**config.mk**
```make
export PLATFORM = sky130hd
export DESIGN_NAME = bpf_cal_seq_flat
export DESIGN_NICKNAME = d
export VERILOG_FILES = /design/src/rtl/bpf_cal_seq_if.sv /design/src/rtl/bpf_cal_seq.sv /design/src/flat_wrapper.sv
export SDC_FILE = /design/constraint.sdc
export NUM_CORES = 1
export LEC_CHECK = 0
export ABC_CLOCK_PERIOD_IN_PS = 1850
export CAP_MARGIN = 20
export CORE_UTILIZATION = 28
export DETAILED_ROUTE_END_ITERATION = 12
export PLACE_DENSITY_LB_ADDON = 0.15
export SLEW_MARGIN = 20
export SYNTH_ARGS = -nofsm -noshare
export SYNTH_HDL_FRONTEND = slang
export SYNTH_SLANG_ARGS = --single-unit
```
**constraint.sdc**
```tcl
create_clock -name clk -period 1.85 [get_ports clk]
set_input_delay 0.4625 -clock clk [delete_from_list [all_inputs] [get_ports clk]]
set_output_delay 0.4625 -clock clk [all_outputs]
set_load 0.1 [all_outputs]
```
**src/rtl/bpf_cal_seq_if.sv**
```systemverilog
// Control/status bundle between the radio control FSM and the BPF power-up/calibration sequencer.
interface bpf_cal_seq_if;
  logic       start;
  logic       stop;
  logic       rdy_bpf;
  logic       pu_bpf;
  logic       cal_bpf;
  logic       busy;
  logic       done;
  logic       err;
  logic [2:0] state;
  logic [2:0] retry_cnt;

  modport master (
    output start, stop, rdy_bpf,
    input  pu_bpf, cal_bpf, busy, done, err, state, retry_cnt
  );

  modport slave (
    input  start, stop, rdy_bpf,
    output pu_bpf, cal_bpf, busy, done, err, state, retry_cnt
  );
endinterface

```
**src/rtl/bpf_cal_seq.sv**
```systemverilog
// BPF power-up / calibration sequencer with ready timeout and bounded retries.
// Optional macro PERIODIC_RECAL_EN adds periodic recalibration from READY with stale-ready rejection.
module bpf_cal_seq #(
  parameter int unsigned SETTLE_CYC  = 16,
  parameter int unsigned TIMEOUT_CYC = 2048,
  parameter int unsigned OFF_CYC     = 4,
  parameter int unsigned MAX_RETRY   = 2
`ifdef PERIODIC_RECAL_EN
  , parameter int unsigned RECAL_CYC = 50000
`endif
) (
  input logic          clk,
  input logic          rst,
  bpf_cal_seq_if.slave bus
);

  typedef enum logic [2:0] {
    S_IDLE   = 3'd0,
    S_SETTLE = 3'd1,
    S_CAL    = 3'd2,
    S_OFF    = 3'd3,
    S_READY  = 3'd4,
    S_FAIL   = 3'd5
  } state_t;

  localparam logic [15:0] SETTLE_LAST  = 16'(SETTLE_CYC - 1);
  localparam logic [15:0] TIMEOUT_LAST = 16'(TIMEOUT_CYC - 1);
  localparam logic [15:0] OFF_LAST     = 16'(OFF_CYC - 1);
  localparam logic [2:0]  RETRY_MAX    = 3'(MAX_RETRY);
`ifdef PERIODIC_RECAL_EN
  localparam logic [15:0] RECAL_LAST   = 16'(RECAL_CYC - 1);
`endif

  state_t      state_r;
  state_t      state_nxt;
  logic [15:0] cnt_r;
  logic [2:0]  retry_r;
  logic [2:0]  retry_nxt;
  logic [4:0]  outs_r;
  logic        rdy_ok;
  logic        timed;

  // Output bits {pu, cal, busy, done, err} for each state
  function automatic logic [4:0] decode(input state_t s);
    logic [4:0] o;
    case (s)
      S_SETTLE: o = 5'b10100;
      S_CAL:    o = 5'b11100;
      S_OFF:    o = 5'b00100;
      S_READY:  o = 5'b10010;
      S_FAIL:   o = 5'b00001;
      default:  o = 5'b00000;
    endcase
    return o;
  endfunction

`ifdef PERIODIC_RECAL_EN
  logic seen_low_r;

  // A ready level left over from READY must go low once before it counts
  assign rdy_ok = bus.rdy_bpf & seen_low_r;
  assign timed  = (state_r == S_SETTLE) || (state_r == S_CAL) ||
                  (state_r == S_OFF)    || (state_r == S_READY);
`else
  assign rdy_ok = bus.rdy_bpf;
  assign timed  = (state_r == S_SETTLE) || (state_r == S_CAL) || (state_r == S_OFF);
`endif

  // Next-state and retry bookkeeping; STOP overrides everything
  always_comb begin
    state_nxt = state_r;
    retry_nxt = retry_r;
    if (bus.stop) begin
      state_nxt = S_IDLE;
    end else begin
      case (state_r)
        S_IDLE, S_FAIL: begin
          if (bus.start) begin
            state_nxt = S_SETTLE;
            retry_nxt = 3'd0;
          end else begin
            state_nxt = state_r;
          end
        end
        S_SETTLE: begin
          if (cnt_r == SETTLE_LAST) state_nxt = S_CAL;
          else                      state_nxt = S_SETTLE;
        end
        S_CAL: begin
          if (rdy_ok) begin
            state_nxt = S_READY;
          end else if (cnt_r == TIMEOUT_LAST) begin
            if (retry_r < RETRY_MAX) begin
              state_nxt = S_OFF;
              retry_nxt = retry_r + 3'd1;
            end else begin
              state_nxt = S_FAIL;
            end
          end else begin
            state_nxt = S_CAL;
          end
        end
        S_OFF: begin
          if (cnt_r == OFF_LAST) state_nxt = S_SETTLE;
          else                   state_nxt = S_OFF;
        end
        S_READY: begin
          if (!bus.rdy_bpf) begin
            state_nxt = S_FAIL;
`ifdef PERIODIC_RECAL_EN
          end else if (cnt_r == RECAL_LAST) begin
            state_nxt = S_CAL;
            retry_nxt = 3'd0;
`endif
          end else begin
            state_nxt = S_READY;
          end
        end
        default: state_nxt = S_IDLE;
      endcase
    end
  end

  // State, counter, retry and registered Moore outputs
  always_ff @(posedge clk) begin
    if (rst) begin
      state_r    <= S_IDLE;
      cnt_r      <= 16'd0;
      retry_r    <= 3'd0;
      outs_r     <= 5'b00000;
`ifdef PERIODIC_RECAL_EN
      seen_low_r <= 1'b0;
`endif
    end else begin
      state_r <= state_nxt;
      retry_r <= retry_nxt;
      outs_r  <= decode(state_nxt);
      if ((state_nxt != state_r) || !timed) cnt_r <= 16'd0;
      else                                  cnt_r <= cnt_r + 16'd1;
`ifdef PERIODIC_RECAL_EN
      if ((state_nxt == S_CAL) && (state_r != S_CAL))  seen_low_r <= 1'b0;
      else if ((state_r == S_CAL) && !bus.rdy_bpf)     seen_low_r <= 1'b1;
      else                                             seen_low_r <= seen_low_r;
`endif
    end
  end

  assign {bus.pu_bpf, bus.cal_bpf, bus.busy, bus.done, bus.err} = outs_r;
  assign bus.state     = state_r;
  assign bus.retry_cnt = retry_r;

endmodule

```
**src/flat_wrapper.sv**
```systemverilog
// flat-port wrapper written by rule: the top's interface ports become plain ports
module bpf_cal_seq_flat 
#(
  parameter int unsigned SETTLE_CYC  = 16,
  parameter int unsigned TIMEOUT_CYC = 2048,
  parameter int unsigned OFF_CYC     = 4,
  parameter int unsigned MAX_RETRY   = 2

)
  (clk, rst, bus_start, bus_stop, bus_rdy_bpf, bus_pu_bpf, bus_cal_bpf, bus_busy, bus_done, bus_err, bus_state, bus_retry_cnt);
  bpf_cal_seq_if bus_i ();
  input logic clk;
  input logic rst;
  input wire logic [$bits(bus_i.start)-1:0] bus_start;
  input wire logic [$bits(bus_i.stop)-1:0] bus_stop;
  input wire logic [$bits(bus_i.rdy_bpf)-1:0] bus_rdy_bpf;
  output wire logic [$bits(bus_i.pu_bpf)-1:0] bus_pu_bpf;
  output wire logic [$bits(bus_i.cal_bpf)-1:0] bus_cal_bpf;
  output wire logic [$bits(bus_i.busy)-1:0] bus_busy;
  output wire logic [$bits(bus_i.done)-1:0] bus_done;
  output wire logic [$bits(bus_i.err)-1:0] bus_err;
  output wire logic [$bits(bus_i.state)-1:0] bus_state;
  output wire logic [$bits(bus_i.retry_cnt)-1:0] bus_retry_cnt;
  assign bus_i.start = bus_start;
  assign bus_i.stop = bus_stop;
  assign bus_i.rdy_bpf = bus_rdy_bpf;
  assign bus_pu_bpf = bus_i.pu_bpf;
  assign bus_cal_bpf = bus_i.cal_bpf;
  assign bus_busy = bus_i.busy;
  assign bus_done = bus_i.done;
  assign bus_err = bus_i.err;
  assign bus_state = bus_i.state;
  assign bus_retry_cnt = bus_i.retry_cnt;
  bpf_cal_seq #(.SETTLE_CYC(SETTLE_CYC), .TIMEOUT_CYC(TIMEOUT_CYC), .OFF_CYC(OFF_CYC), .MAX_RETRY(MAX_RETRY)) u_core (.clk(clk), .rst(rst), .bus(bus_i));
endmodule
```
==> summary.md, run 1 <==
| Metric | Value |
|---|---|
| IO Port Bufs | `15` |
| I/O pin cnt | `16` |
| Commonest non-fill, non-tap cell in the layout | `buf_4` |
| Actual slew at the worst max-slew pin | `0.298 ns` |
| Final Hold Vio Count | `0` |
| H-Tree Depth | `1` |
| Vias per cell | `5.00` |
| Min Tclk post-route | `1.90 ns` |
| Int Pwr | `774 uW` |
| Slew margin rel. | `80.0%` |
| CP Buf/Inv Count | `1` |
| DRT Pass-1 Iters | `8` |
| CTS tree | `built` |
| CP max stage cell | `dfxtp_2` |
| Clk pin slew, worst setup/hold paths | `0.10 ns` |
| Flop pwr share | `57.1%` |
| Number of antenna violations at the first check in global routing | `0` |
| Worst hold path type | `reg2reg` |
| Netlist cell types | `39` |
| CP cell instances | `nand4_1, or2_1, or3_4, a21oi_4, buf_12, and3_1, nor3_2` |
| Sequential fraction of the synthesis area | `41.0%` |
| Clock sinks | `27` |
| Die area | `4990 sq um` |
| Run status | `finished, violations left` |
| Util after Layout | `46.1%` |
| Crit Path Class | `reg2reg` |
| Cell Rows | `24` |
| Hpwl dp | `2440 um` |
| Starting Density | `29.7%` |
| Clock tree buffer depth | `2` |
| Largest net degree at the start of global routing | `17` |
| Max cap viols | `0` |
| Post-Syn Instances | `155` |
| Register bit total from synthesis | `27` |
| Syn_nets | `162` |
| Logic pwr share | `8.8%` |
| PD cells | `502 nW/um^2` |
| Routability Congestion | `0.812` |
| DIE WIDTH | `70.6 um` |
| Slack of the critical path | `-0.0458 ns` |
| Clock Root Buffer | `clkbuf_8` |
| Biggest cell delay along the critical path | `0.42 ns` |
| Most frequent cells in the layout | `buf_4, nor2_1, dfxtp_1` |
| Yosys warns | `0` |
| Global-route wire length before repair | `5750 um` |
| Core area | `4440 sq um` |
| CP arrival | `2.07 ns` |
| Setup Slack @ Placement | `-0.377 ns` |
| Peak supply drop | `0.000236 V` |
| Period utilisation layout | `102%` |
| Post-Synthesis Cell Area | `1320 sq um` |
| Top delay family on crit path | `simple AND/OR/NAND/NOR gates` |
| Non-filler instance count after layout | `253` |
| Pleak | `0.768 nW` |
| Failing checks | `DRC, setup timing` |
| Wirelength per Cell | `13.6 um` |
| Crit path launch type | `flop` |
| P_sw | `255 uW` |
| Mean area per synthesized cell | `8.51 sq um` |
| Setup TNS | `-0.179 ns` |
| Routed WL | `3450 um` |
| Gr ovfl total | `0` |
| Total Power | `1.03 mW` |
| Antenna-violating nets left | `0` |
| Unrepaired setup endpoints after global routing | `yes` |
| Ant. Diodes | `0` |
| Vias post-DR | `1265` |
| Total CTS buffers | `3` |
| Required time of the worst setup path | `2.03 ns` |
| Vias in the first global route | `1258` |
| Share of cells above drive strength 1 | `38.8%` |
| Nets | `209` |
| Final setup fails | `14` |
| Residual DRC | `2` |
| Skew final | `0.00658 ns` |
| Placed insts | `243` |
| Fmax | `527 MHz` |
| GRT Util Overall | `14.5%` |
| Clock share of power | `34.1%` |
| Max-slew violation count | `0` |
| Critical Path Sink Type | `flop` |
| Sw Ratio | `24.8%` |
| Syn-to-layout area delta | `55.5%` |
| DRC marker count from the first detailed-route iteration | `69` |
| Worst-Skew Late Latency | `0.28 ns` |
| Die H | `70.6 um` |
| Critical Path Fanout Max | `5` |
cell type report:
| class | instances | area (sq um) |
|---|---|---|
| clock buffers | 3 | 41.3 |
| inverters | 2 | 7.51 |
| clock inverters | 1 | 7.51 |
| flip-flops and latches | 27 | 558 |
| repair buffers | 46 | 512 |
| fillers | 431 | 2390 |
| well taps | 52 | 65.1 |
| multi-input cells | 122 | 860 |
power groups by stage:
stage / Clock (mW) / Combinational (mW) / Sequential, mW
floorplan: 0 / 0.0277 / 0.619
global placement: 0 / 0.0831 / 0.600
detailed placement: 0 / 0.0843 / 0.601
CTS: 0.367 / 0.0889 / 0.587
global route: 0.390 / 0.0954 / 0.588
finish: 0.351 / 0.0909 / 0.587
stage by stage:
stage,area (sq um),hold slack [ns]
6_report,2050,0.540
5_1_grt,2050,0.556
4_1_cts,1970,0.542
3_5_place_dp,1870,0.526
3_3_place_gp,1870,0.492
2_1_floorplan,1390,0.429
cell usage after synthesis:
library cell	count	area share, %
ha_1	2	1.9
nand3b_1	2	1.1
nor2b_1	2	0.95
nor3_1	5	1.9
nor4b_1	2	1.3
nor2_1	31	8.8
nor4_1	3	1.4
o31a_1	1	0.66
nand2_1	10	2.8
and3_1	3	1.4
nand4b_1	1	0.66
a21oi_4	1	1.2
nand2b_1	6	2.8
a22oi_1	1	0.57
a21oi_1	8	3.0
inv_1	2	0.57
or3_4	1	0.85
a21boi_0	1	0.57
or2_1	1	0.47
dfxtp_1	27	41
buf_6	1	0.85
o31ai_1	1	0.57
nor3b_1	2	1.1
a211o_1	1	0.66
o31a_4	1	1.3
buf_2	3	1.1
clkbuf_1	1	0.28
and4_1	1	0.66
nand3_2	1	0.76
a211oi_1	1	0.57
o22ai_1	1	0.47
nor3_2	1	0.76
o21ai_0	2	0.76
nand4_1	6	2.8
or3_1	2	0.95
xnor2_1	9	6.0
xor2_1	5	3.3
nand3_1	5	1.9
mux2_2	1	0.85
layer usage:
metal / up-vias / wire length, um / track usage, %
li1: 631 / - / -
met1: 601 / 1600 / 18.9
met2: 29 / 1700 / 24.7
met3: 4 / 117 / 2.14
met4: 0 / 36 / 4.67
met5: - / 0 / 0
cell families (layout without fill, tap and decap cells):
family / after synthesis / in the layout / share of synthesized area (%)
AND/OR/NAND/NOR: 85 / 85 / 33.7
flip-flops: 27 / 27 / 41.0
AO/OA/AOI/OAI: 19 / 20 / 10.4
XOR/XNOR: 14 / 14 / 9.30
buffers and inverters: 7 / 52 / 2.85
adder cells (fa/ha/maj): 2 / 2 / 1.90
multiplexers: 1 / 1 / 0.854
sequential cells by signal, indices dropped and copies added, names as in the netlist:
register	count
u_core.bus.retry_cnt	3
u_core.bus.state	3
u_core.cnt_r	16
u_core.outs_r	5
worst paths after layout:
check        slack (ns)             from          endpoint  cells after the start
min reg2reg        0.54  u_core.cnt_r[0]   u_core.cnt_r[0]                      2
max reg2reg       -0.05  u_core.cnt_r[4]  u_core.outs_r[4]                      7
min                0.54  u_core.cnt_r[0]   u_core.cnt_r[0]                      2
max               -0.05  u_core.cnt_r[4]  u_core.outs_r[4]                      7
worst register-to-register path: cells and delay by family (launching register included):
family          cells  cell delay (ns)
compound gates      1             0.23
flops               1             0.42
buf+inv             1             0.14
simple gates        5             1.00
timing repair:
action / 4_1_cts / 5_1_grt
resized for setup: 8 / 12
pin swaps: 4 / 9
buffers inserted: 1 / 4
hold buffers: 0 / 0
cloned: 1 / 0
endpoints found under the setup margin: 20 / 23
No activity file was read; power rests on OpenSTA's default activity.
==> run 2, diff against run 1 <==
CAP_MARGIN = 5   (was 20)
CORE_UTILIZATION = 49   (was 28)
==> summary.md, run 2 (synthesis gave the netlist of run 1 again) <==
| Metric | Value |
|---|---|
| CP arrival | `2.15 ns (+0.08 ns)` |
| DIE WIDTH | `53.9 um (-24%)` |
| CTS tree | `built` |
| Setup TNS | `-0.200 ns (-0.0207 ns)` |
| Biggest cell delay along the critical path | `0.38 ns (-0.04 ns)` |
| Worst r2r dst | `u_core.outs_r[4]` |
| Max reg flops | `16 (unchanged)` |
| CP startpoint | `u_core.cnt_r[1]` |
| Vias post-DR | `1264 (-0.079%)` |
| Gr ovfl total | `0 (unchanged)` |
| Reg2reg start | `u_core.cnt_r[1]` |
| Die area | `2900 sq um (-42%)` |
| Total CTS buffers | `3 (unchanged)` |
| Final Hold Vio Count | `0 (unchanged)` |
| Slew margin rel. | `78.9% (-1.0 points)` |
| I/O pin cnt | `16 (unchanged)` |
| Clock sinks | `27 (unchanged)` |
| Crit Path Class | `reg2reg` |
| Routability Congestion | `0.905 (+12%)` |
| Wirelength per Cell | `14.2 um (+4.0%)` |
| Hold_ws | `0.544 ns (+0.00383 ns)` |
| Number of antenna violations at the first check in global routing | `0 (unchanged)` |
| Actual slew at the worst max-slew pin | `0.312 ns (+0.0134 ns)` |
| Critical Path Sink Type | `flop` |
| Antenna-violating nets left | `0 (unchanged)` |
| GRT Util Overall | `23.2% (+8.8 points)` |
| Vias in the first global route | `1128 (-10%)` |
| Skew final | `0.00397 ns (-0.00262 ns)` |
| Required time of the worst setup path | `2.12 ns (+0.09 ns)` |
| Slack of the critical path | `-0.0340 ns (+0.0118 ns)` |
| Clk pin slew, worst setup/hold paths | `0.14 ns (+0.04 ns)` |
| Top reg by flops | `u_core.cnt_r` |
| Design Area, Final | `1960 sq um (-4.2%)` |
| Run status | `finished, violations left` |
| Routed WL | `3210 um (-7.1%)` |
| Syn-to-layout area delta | `49.0%` |
| Failing checks | `setup timing` |
| Top Registers | `u_core.cnt_r x16, u_core.outs_r x5` |
| Share of cells above drive strength 1 | `38.8% (about the same)` |
| Nets | `204 (-2.4%)` |
| Crit path launch type | `flop` |
| Hold Path Depth | `2 (unchanged)` |
| Ant. Diodes | `0 (unchanged)` |
| Final setup fails | `10 (-4)` |
| Clock tree buffer depth | `2 (unchanged)` |
| Global-route wire length before repair | `4850 um (-16%)` |
| DRT Pass-1 Iters | `4 (-4)` |
| Residual DRC | `0 (-2)` |
| Placed cell area | `1820 sq um (-2.9%)` |
| Starting Density | `52.8% (+23 points)` |
| Vias per cell | `5.59 (+12%)` |
| Critical Path Sink | `u_core.outs_r[4]` |
| Max cap viols | `0 (unchanged)` |
| PD cells | `476 nW/um^2 (-5.2%)` |
| Most frequent cells in the layout | `nor2_1, buf_4, dfxtp_1` |
| Clock Root Buffer | `clkbuf_4` |
| CP cell instances | `ha_4, buf_4, nor4b_1, and4_1, o22ai_2, a21oi_4, buf_6, a21oi_2, nor3_2` |
| Max-slew violation count | `0 (unchanged)` |
| Period utilisation layout | `102% (-0.64 points)` |
| Core area | `2500 sq um (-44%)` |
| Fmax | `531 MHz (+0.63%)` |
| Number of fill cells | `178 (-59%)` |
| Cell Rows | `18 (-25%)` |
| Pleak | `0.724 nW (-5.8%)` |
| Peak supply drop | `0.000535 V (+130%)` |
| Non-filler instance count after layout | `226 (-11%)` |
| CP max stage cell | `dfxtp_2` |
| Total Power | `935 uW (-9.2%)` |
| FF-to-FF path depth | `9 (+2)` |
| Unrepaired setup endpoints after global routing | `yes` |
| Worst-Skew Late Latency | `0.33 ns (+0.05 ns)` |
| Commonest non-fill, non-tap cell in the layout | `nor2_1` |
| Worst hold path type | `reg2reg` |
| Die H | `53.9 um (-24%)` |
| Placed insts | `219 (-9.9%)` |
| Largest net degree at the start of global routing | `17 (unchanged)` |
| H-Tree Depth | `1 (unchanged)` |
| IO Port Bufs | `15 (unchanged)` |
| DRC marker count from the first detailed-route iteration | `26 (-62%)` |
| Min Tclk post-route | `1.88 ns (-0.0118 ns)` |
| Hpwl dp | `2240 um (-8.1%)` |
| FF-to-FF setup slack | `-0.03 ns (about the same)` |
| Critical Path Fanout Max | `4 (-1)` |
==> run 2: cell count changes in the layout (fill, tap and decap cells not counted), moves of 2 or more <==
cell | before | now
a21oi_1 | 6 | 4
a21oi_2 | 2 | 4
clkbuf_8 | 3 | 0
buf_4 | 29 | 24
clkbuf_4 | 0 | 3
==> run 2: per-stage QoR <==
stage	setup WS, ns	util, %
6_report	-0.0340	78.6
5_1_grt	-0.137	78.6
4_1_cts	-0.0449	74.5
3_5_place_dp	-0.367	72.8
3_3_place_gp	-0.302	72.8
2_1_floorplan	-0.0261	-
==> run 2: worst max-delay path, delay by kind of cell, from the launching register on <==
family	cells	cell delay, ns
flops	1	0.38
simple gates	3	0.69
fa+ha+maj	1	0.15
compound gates	3	0.35
buf+inv	2	0.25
==> run 2: power breakdown <==
part	switching [mW]	internal, mW	total [mW]
clock	0.168	0.0847	0.252
sequential	0.00622	0.582	0.588
combinational	0.0517	0.0429	0.0946
==> run 2: final cells by class <==
cell class / count / area, sq um / share of cell area, %
multi-input cells: 122 / 872 / 44.4
repair buffers: 41 / 463 / 23.6
well taps: 30 / 37.5 / 1.91
inverters: 2 / 7.51 / 0.382
flip-flops and latches: 27 / 558 / 28.4
clock buffers: 4 / 26.3 / 1.34
==> run 2: repair_timing <==
action,in CTS,in global routing
resized for setup,3,22
setup buffers,1,2
hold buffers,0,0
cloned,0,1
pin swaps,8,11
endpoints found under the setup margin,19,23
==> run 2: worst min path at each step <==
stage,start,endpoint
floorplan,u_core.cnt_r[0],u_core.cnt_r[0]
global placement,u_core.cnt_r[10],u_core.cnt_r[10]
detailed placement,u_core.cnt_r[10],u_core.cnt_r[10]
CTS,u_core.cnt_r[10],u_core.cnt_r[10]
global route,u_core.cnt_r[0],u_core.cnt_r[0]
finish,u_core.cnt_r[0],u_core.cnt_r[0]
==> run 2: routing by layer <==
| metal | part of all wire [%] | track usage [%] | vias up |
|---|---|---|---|
| li1 | - | - | 628 |
| met1 | 44 | 27.7 | 601 |
| met2 | 51 | 40.1 | 28 |
| met3 | 3.0 | 3.67 | 7 |
| met4 | 1.7 | 11.0 | 0 |
| met5 | 0 | 0 | - |
==> run 3, diff against run 2 <==
RECOVER_POWER = 25   (was default)
TNS_END_PERCENT = 50   (was default)
==> summary.md, run 3 (synthesis gave the netlist of run 1 again) <==
| Metric | Value |
|---|---|
| Run status | `finished, violations left` |
| Failing checks | `setup timing` |
| Largest net degree at the start of global routing | `17 (unchanged)` |
| Crit Path Class | `reg2reg` |
| FF-to-FF path depth | `9 (unchanged)` |
| Residual DRC | `0 (unchanged)` |
| Critical Path Sink Type | `flop` |
| DRC marker count from the first detailed-route iteration | `26 (unchanged)` |
| Max reg flops | `16 (unchanged)` |
| PD cells | `488 nW/um^2 (+2.5%)` |
| Most frequent cells in the layout | `nor2_1, buf_4, dfxtp_1` |
| Clock sinks | `27 (unchanged)` |
| Vias per cell | `5.62 (+0.47%)` |
| Util after Layout | `76.2% (-2.4 points)` |
| Peak supply drop | `0.000531 V (-0.81%)` |
| Number of fill cells | `186 (+4.5%)` |
| Slew margin rel. | `64.1% (-15 points)` |
| Total CTS buffers | `3 (unchanged)` |
| Met2 Use GR | `40.1% (unchanged)` |
| Hold_ws | `0.544 ns (-0.0000460 ns)` |
| Number of antenna violations at the first check in global routing | `0 (unchanged)` |
| Worst r2r dst | `u_core.outs_r[4]` |
| Clk pin slew, worst setup/hold paths | `0.14 ns (about the same)` |
| Core area | `2500 sq um (unchanged)` |
| Vias post-DR | `1270 (+0.47%)` |
| Worst-Skew Late Latency | `0.33 ns (about the same)` |
| Hold Path Depth | `2 (unchanged)` |
| Commonest non-fill, non-tap cell in the layout | `nor2_1` |
| Critical Path Fanout Max | `4 (unchanged)` |
| Die H | `53.9 um (unchanged)` |
| Setup TNS | `-0.350 ns (-0.150 ns)` |
| Global-route wire length before repair | `4850 um (unchanged)` |
| Max-slew violation count | `0 (unchanged)` |
| Worst hold path type | `reg2reg` |
| Unrepaired setup endpoints after global routing | `yes` |
| CP cell instances | `ha_4, buf_4, nor4b_1, and4_1, o22ai_2, a21oi_4, buf_6, a21oi_1, nor3_2` |
| DRT Pass-1 Iters | `4 (unchanged)` |
| Max cap viols | `0 (unchanged)` |
| Wirelength per Cell | `14.1 um (-0.81%)` |
| CTS tree | `built` |
| Final setup fails | `14 (+4)` |
| Slack of the critical path | `-0.0464 ns (-0.0124 ns)` |
| Reg2reg start | `u_core.cnt_r[1]` |
| Antenna-violating nets left | `0 (unchanged)` |
| Setup Slack @ Placement | `-0.367 ns (unchanged)` |
| Crit path launch type | `flop` |
| Period utilisation layout | `103% (+0.67 points)` |
| I/O pin cnt | `16 (unchanged)` |
| Die area | `2900 sq um (unchanged)` |
| Syn-to-layout area delta | `44.5%` |
| Starting Density | `52.8% (unchanged)` |
| Biggest cell delay along the critical path | `0.38 ns (about the same)` |
| Final Hold Vio Count | `0 (unchanged)` |
| IO Port Bufs | `15 (unchanged)` |
| Clock tree buffer depth | `2 (unchanged)` |
| Min-delay src | `u_core.cnt_r[0]` |
| Hpwl dp | `2240 um (unchanged)` |
| Met3 usage | `3.67% (unchanged)` |
| Cell Rows | `18 (unchanged)` |
| Non-filler instance count after layout | `226 (unchanged)` |
| Routing usage on met1 | `27.7% (unchanged)` |
| Top reg by flops | `u_core.cnt_r` |
| Most used routing layer | `met2` |
| Pleak | `0.713 nW (-1.5%)` |
| Clock Root Buffer | `clkbuf_4` |
| CP arrival | `2.17 ns (+0.02 ns)` |
| GRT Util Overall | `23.2% (unchanged)` |
| Routed WL | `3180 um (-0.81%)` |
| H-Tree Depth | `1 (unchanged)` |
| Nets | `204 (unchanged)` |
| Top Registers | `u_core.cnt_r x16, u_core.outs_r x5` |
| Min Tclk post-route | `1.90 ns (+0.0124 ns)` |
| FF-to-FF setup slack | `-0.05 ns (about the same)` |
| Gr ovfl total | `0 (unchanged)` |
| Vias in the first global route | `1128 (unchanged)` |
| WHS Endpoint | `u_core.cnt_r[0]` |
| Actual slew at the worst max-slew pin | `0.541 ns (+0.229 ns)` |
| Skew final | `0.00856 ns (+0.00460 ns)` |
| CP max stage cell | `dfxtp_2` |
| Share of cells above drive strength 1 | `36.7% (-2.0 points)` |
| Required time of the worst setup path | `2.12 ns (about the same)` |
| Ant. Diodes | `0 (unchanged)` |
| Fmax | `527 MHz (-0.66%)` |
| Routability Congestion | `0.905 (unchanged)` |
| DIE WIDTH | `53.9 um (unchanged)` |
| Placed insts | `219 (unchanged)` |
[run 3: changes by cell type in the layout (fill, tap and decap cells not counted), moves of 2 or more]
| cell | before | now |
|---|---|---|
| buf_12 | 11 | 8 |
| clkbuf_2 | 0 | 3 |
| nor2_1 | 25 | 27 |
| nor2_2 | 5 | 3 |
[run 3: repair_timing]
action,4_1_cts,5_1_grt
resized for setup,3,17
setup buffers,1,2
hold buffers,0,0
cloned,0,1
endpoints found under the setup margin,19,23
pin swaps,8,10
[run 3: where the power goes]
part | total, mW | switching [mW] | internal (mW)
Sequential | 0.587 | 0.00569 | 0.581
Combinational | 0.0891 | 0.0509 | 0.0383
Clock | 0.253 | 0.168 | 0.0847
Total | 0.929 | 0.225 | 0.704
[run 3: layout make-up]
| class | count | area, sq um | area share (%) |
|---|---|---|---|
| clock buffer | 4 | 26.3 | 1.38 |
| inverter | 2 | 7.51 | 0.394 |
| multi-input combinational | 122 | 858 | 45.0 |
| sequential | 27 | 558 | 29.3 |
| tap | 30 | 37.5 | 1.97 |
| timing repair buffer | 41 | 418 | 21.9 |
[run 3: metal layers]
layer | vias up | routed length [um]
li1 | 628 | -
met1 | 613 | 1410
met2 | 22 | 1620
met3 | 7 | 99
met4 | 0 | 55
met5 | - | 0
[run 3: through the flow]
stage / total power, mW / area (sq um)
2_1_floorplan: 0.647 / 1390
3_5_place_dp: 0.685 / 1820
6_report: 0.929 / 1910
4_1_cts: 0.928 / 1860
3_3_place_gp: 0.683 / 1820
5_1_grt: 0.965 / 1910
[run 3: critical path, delay by kind of cell (launching register included)]
family | cells | cell delay [ns]
simple gates | 3 | 0.69
flops | 1 | 0.38
compound gates | 3 | 0.36
buf+inv | 2 | 0.25
fa+ha+maj | 1 | 0.15
[run 3: worst max-delay path by stage]
stage | startpoint | to | slack [ns] | cells past startpoint
3_3_place_gp | bus_rdy_bpf | u_core.bus.retry_cnt[0] | -0.30 | 6
2_1_floorplan | u_core.cnt_r[0] | u_core.cnt_r[0] | -0.03 | 8
4_1_cts | u_core.cnt_r[0] | u_core.outs_r[4] | -0.04 | 7
6_report | u_core.cnt_r[1] | u_core.outs_r[4] | -0.05 | 9
5_1_grt | u_core.cnt_r[1] | u_core.outs_r[4] | -0.14 | 9
3_5_place_dp | bus_rdy_bpf | u_core.cnt_r[14] | -0.37 | 6
